**config.mk**
```make
export PLATFORM = sky130hd
export DESIGN_NAME = window_collector
export DESIGN_NICKNAME = d
export VERILOG_FILES = /design/src/rtl/window_collector.sv
export SDC_FILE = /design/constraint.sdc
export NUM_CORES = 1
export LEC_CHECK = 0
export ABC_CLOCK_PERIOD_IN_PS = 1510
export BUFFER_PORTS_ARGS = -buffer_cell sky130_fd_sc_hd__buf_2
export CAP_MARGIN = 20
export CORE_ASPECT_RATIO = 0.5
export CORE_UTILIZATION = 35
export CTS_CLUSTER_DIAMETER = 100
export CTS_CLUSTER_SIZE = 14
export DETAILED_ROUTE_END_ITERATION = 10
export HOLD_SLACK_MARGIN = 0.08
export PLACE_DENSITY = 0.7
export REMOVE_ABC_BUFFERS = 1
export SLEW_MARGIN = 20
export SYNTH_ARGS = -nofsm -noshare
export SYNTH_HDL_FRONTEND = slang
export SYNTH_SLANG_ARGS = --single-unit
```
**constraint.sdc**
```tcl
create_clock -name clock50MHz -period 1.51 [get_ports clock50MHz]
set_clock_uncertainty 0.15 [all_clocks]
set_input_delay 0.302 -clock clock50MHz [delete_from_list [all_inputs] [get_ports clock50MHz]]
set_output_delay 0.302 -clock clock50MHz [all_outputs]
set_load 0.02 [all_outputs]
```
**src/rtl/window_collector.sv**
```systemverilog
// Sliding-window sample collector: shifts accepted samples into a DATA_COUNT-deep
// buffer and presents a full window every STRIDE accepts once the buffer has filled.
module window_collector #(
  parameter int DATA_COUNT = 16,
  parameter int DATA_WIDTH = 12,
  parameter int STRIDE     = 1
) (
  input  logic                             clock50MHz,
  input  logic                             reset,
  input  logic                             sample_valid,
  input  logic [DATA_WIDTH-1:0]            sample_data,
  output logic                             sample_ready,
  input  logic                             flush,
  output logic                             window_valid,
  input  logic                             window_ready,
  output logic [DATA_COUNT*DATA_WIDTH-1:0] window_data,
  output logic [$clog2(DATA_COUNT+1)-1:0]  fill_count
);
  localparam int FCW = $clog2(DATA_COUNT+1);
  localparam int SCW = $clog2(STRIDE+1);

  typedef enum logic {FILL, STREAM} state_t;

  state_t                                 state, state_nxt;
  logic [FCW-1:0]                         fill_nxt;
  logic [SCW-1:0]                         stride_cnt, stride_nxt;
  logic                                   valid_nxt, accept, trigger, slice_clr;
  logic [DATA_COUNT-1:0][DATA_WIDTH-1:0]  win_q, slice_d;

  // A held, untaken window stalls input so its contents stay stable.
  assign sample_ready = !flush && !(window_valid && !window_ready);
  assign accept       = sample_valid && sample_ready;
  assign slice_clr    = reset || flush;
  assign window_data  = win_q;

  for (genvar i = 0; i < DATA_COUNT; i++) begin : g_slice
    if (i == 0) begin : g_head
      assign slice_d[i] = sample_data;
    end else begin : g_body
      assign slice_d[i] = win_q[i-1];
    end
    window_slice #(.W(DATA_WIDTH)) u_slice (
      .clk  (clock50MHz),
      .clr  (slice_clr),
      .load (accept),
      .d    (slice_d[i]),
      .q    (win_q[i])
    );
  end

  always_comb begin
    state_nxt  = state;
    fill_nxt   = fill_count;
    stride_nxt = stride_cnt;
    trigger    = 1'b0;
    valid_nxt  = window_valid;
    if (window_valid && window_ready) valid_nxt = 1'b0;
    case (state)
      FILL: if (accept) begin
        fill_nxt = fill_count + FCW'(1);
        if (fill_count == FCW'(DATA_COUNT-1)) begin
          state_nxt  = STREAM;
          stride_nxt = '0;
          trigger    = 1'b1;
        end
      end
      STREAM: if (accept) begin
        if (stride_cnt == SCW'(STRIDE-1)) begin
          trigger    = 1'b1;
          stride_nxt = '0;
        end else begin
          stride_nxt = stride_cnt + SCW'(1);
        end
      end
    endcase
    if (trigger) valid_nxt = 1'b1;
    if (flush) begin
      state_nxt  = FILL;
      fill_nxt   = '0;
      stride_nxt = '0;
      valid_nxt  = 1'b0;
    end
  end

  always_ff @(posedge clock50MHz) begin
    if (reset) begin
      state        <= FILL;
      fill_count   <= '0;
      stride_cnt   <= '0;
      window_valid <= 1'b0;
    end else begin
      state        <= state_nxt;
      fill_count   <= fill_nxt;
      stride_cnt   <= stride_nxt;
      window_valid <= valid_nxt;
    end
  end
endmodule

// One buffer slice: cleared on reset/flush, loads its neighbour on accept.
module window_slice #(
  parameter int W = 12
) (
  input  logic         clk,
  input  logic         clr,
  input  logic         load,
  input  logic [W-1:0] d,
  output logic [W-1:0] q
);
  always_ff @(posedge clk) begin
    if (clr)       q <= '0;
    else if (load) q <= d;
  end
endmodule

```
==> results.json <==
{
  "place_area_um2": 9210,
  "cp_top_family": "flip-flops",
  "max_stage_delay_ns": 0.34,
  "n_antenna_cell": 0,
  "synth_compound_area_share_pct": 25.9,
  "r2r_start": "window_valid",
  "finalSetupViolations": 39,
  "grt_max_degree": 63,
  "violations": "negative setup slack",
  "htreeDepth": 4,
  "crit_chain": "nor2b_4, nor2_4, buf_6",
  "grt_pass1_vias": 6740,
  "root_buffer": "clkbuf_16",
  "crit_fanout": 3,
  "synth_area_um2": 7590,
  "syn_inst": 917,
  "crit_start": "window_valid",
  "cpMaxStageDelayCell": "dfxtp_2",
  "cts_tree": "built",
  "relSlewSlack_pct": 71.1,
  "finalPower_uw": 10200,
  "critPathKind": "reg2out",
  "numClockSinks": 199,
  "final_cell_area_um2": 10200,
  "synth_warnings": 0,
  "crit_buf_inv": 1,
  "synth.distinct_cells": 29,
  "grt_pass1_wl_um": 35000,
  "clock_latency_ns": 0.44,
  "grtUsageTotal_pct": 19.4,
  "fmaxAchievable_mhz": 628,
  "synth_top_family_by_area": "compound AO/OA/AOI/OAI gates",
  "layout_common_cells": "buf_2, a21oi_1, nand3_1, o21ai_0, dfxtp_1",
  "wl_per_cell_um": 16.5,
  "grt_antenna_before_repair": 0,
  "p_per_area_nw_per_um2": 994,
  "whs_path_depth": 4,
  "ys_seq_elements": 199,
  "clk_path_buf_depth": 2,
  "rr_worst_depth": 6,
  "final_antenna_net_count": 0,
  "die_h_um": 106,
  "hold_viol": 0,
  "final_common_cell": "buf_2",
  "syn_avg_cell_area_um2": 8.28,
  "vias_per_cell": 5.45,
  "cp.required_ns": 1.06,
  "fin_ws_ns": -0.0833,
  "dp_hpwl_um": 14400,
  "synth_simple_gate_area_share_pct": 14.3,
  "yosys.area_share.xor_xnor_pct": 0,
  "cts_buffers": 17,
  "grt_setup_unrepaired": "yes",
  "synth_adder_area_share_pct": 0.330,
  "dp.cells": 1365,
  "layout-drive-gt1-share_pct": 28.6,
  "dr_total_vias": 7749,
  "rows": 37,
  "r2r-end": "g_slice[11].u_slice.q[5]",
  "muxShareOfSynthArea_pct": 0.396,
  "post-place-ws_ns": -0.0791,
  "start_util_pct": 36.4,
  "period_needed_ns": 1.59,
  "slew_viol_final": 0,
  "ir_worst_vdd_mv": 0.727,
  "min_from": "flush",
  "cp-start-kind": "flip-flop",
  "clk_pin_slew_ns": 0.07,
  "syn_to_final_growth_pct": 34.6,
  "firstDrtPassIters": 6,
  "fin_crit_sh_pct": 106,
  "whs_endpoint": "fill_count[0]",
  "status": "finished, violations left",
  "routed_wl_um": 23500,
  "ys_seq_area_share_pct": 52.5,
  "gp_congestion": 0.819,
  "die_x_um": 210,
  "remaining_drc_errors": 0,
  "core_area_um2": 20900,
  "dieArea_um2": 22300,
  "critical_path_arrival_ns": 1.14,
  "port_buffers": 215,
  "layout.nets": 1139,
  "worstHoldPathType": "in2reg",
  "total_leakage_power_uw": 0.00393,
  "grt_overflow_total": 0,
  "cap_violations": 0,
  "ios": 216,
  "worst_slew_pin_slew_ns": 0.433,
  "regToRegSetupSlack_ns": -0.04,
  "first_iter_violations": 723,
  "finalNonFillerCells": 1421,
  "worstSetupEndpointType": "output pin"
}
-- metrics by stage --
stage          hold slack [ns]  setup TNS, ns  utilization [%]
3_5_place_dp             0.315         -0.728             44.1
2_1_floorplan            0.300       -1154.90                -
5_1_grt                  0.198          -8.47             48.9
3_3_place_gp             0.308              0             44.1
4_1_cts                  0.132        -0.0916             47.5
6_report                 0.175         -0.638             48.9
-- timing repair --
action,4_1_cts,5_1_grt
hold buffers,13,0
resized for setup,9,16
pin swaps,0,14
buffers inserted,1,6
gates cloned,0,8
hold endpoints to repair,15,0
endpoints found under the setup margin,5,155
-- power by group --
group | total, µW | internal, µW | switching [µW] | leakage (µW)
registers | 5260 | 5260 | 7.80 | 0.00161
logic | 476 | 169 | 306 | 0.00205
clock network | 4410 | 2450 | 1960 | 0.000272
-- synth_stat cells (all sizes together) --
cell      n  share of area [%]
clkbuf   56                2.8
o31ai     1              0.099
nor3      1              0.066
and3      1              0.082
buf      53                3.7
nor2b     2               0.26
a211oi    1              0.099
mux2i     3               0.40
nand2     4               0.20
inv       2              0.099
o21ai   192                 13
o211ai    1              0.099
nor2      2              0.099
ha        2               0.33
dfxtp   199                 52
or4       1               0.15
nand4b    1               0.12
or2       1              0.082
or3       2               0.16
nand2b    1               0.12
and4      1               0.12
or2b      1              0.099
a21oi   195                 13
a31oi     1              0.082
nand3   193                 13
-- sequential cells by signal (all words and copies together), names as in the netlist --
name / cells
fill_count: 5
g_slice.u_slice.q: 192
state: 1
window_valid: 1
-- worst register-to-register path: stages (launching register included) --
cell and delay (ns):
dfxtp_2 0.34, nor2b_4 0.19, buf_6 0.18, buf_12 0.16, clkbuf_16 0.20, o21ai_0 0.10
a21oi_1 0.16
-- metal layers --
metal	share of wire (%)	vias up	track usage [%]
met5	0	-	0
li1	-	3697	-
met2	50	264	32.7
met4	4.2	0	10.1
met3	4.5	57	4.31
met1	41	3731	23.4
-- cells by family (layout without fill, tap and decap cells) --
family,after synthesis,in the layout
AOI/OAI and AO/OA,391,391
muxes,3,3
adders and majority gates,2,2
buffers and inverters,111,323
and+or+nand+nor,211,211
DFF,199,199
-- layout make-up --
cell class,instances,area [µm²]
Sequential cell,199,3990
Clock inverter,8,101
Clock buffer,20,447
Fill cell,1933,10700
Multi-Input combinational cell,607,3140
Tap cell,292,365
Timing Repair Buffer,293,2160
Inverter,2,7.51
-- how the worst max path moves through the flow --
stage                          endpoint  depth (start not counted)
2_1_floorplan             fill_count[2]                          3
3_3_place_gp   g_slice[10].u_slice.q[6]                          6
3_5_place_dp              fill_count[2]                          6
4_1_cts                    sample_ready                          3
5_1_grt                    sample_ready                          3
6_report                   sample_ready                          3
No activity file was read; power rests on OpenSTA's default activity.
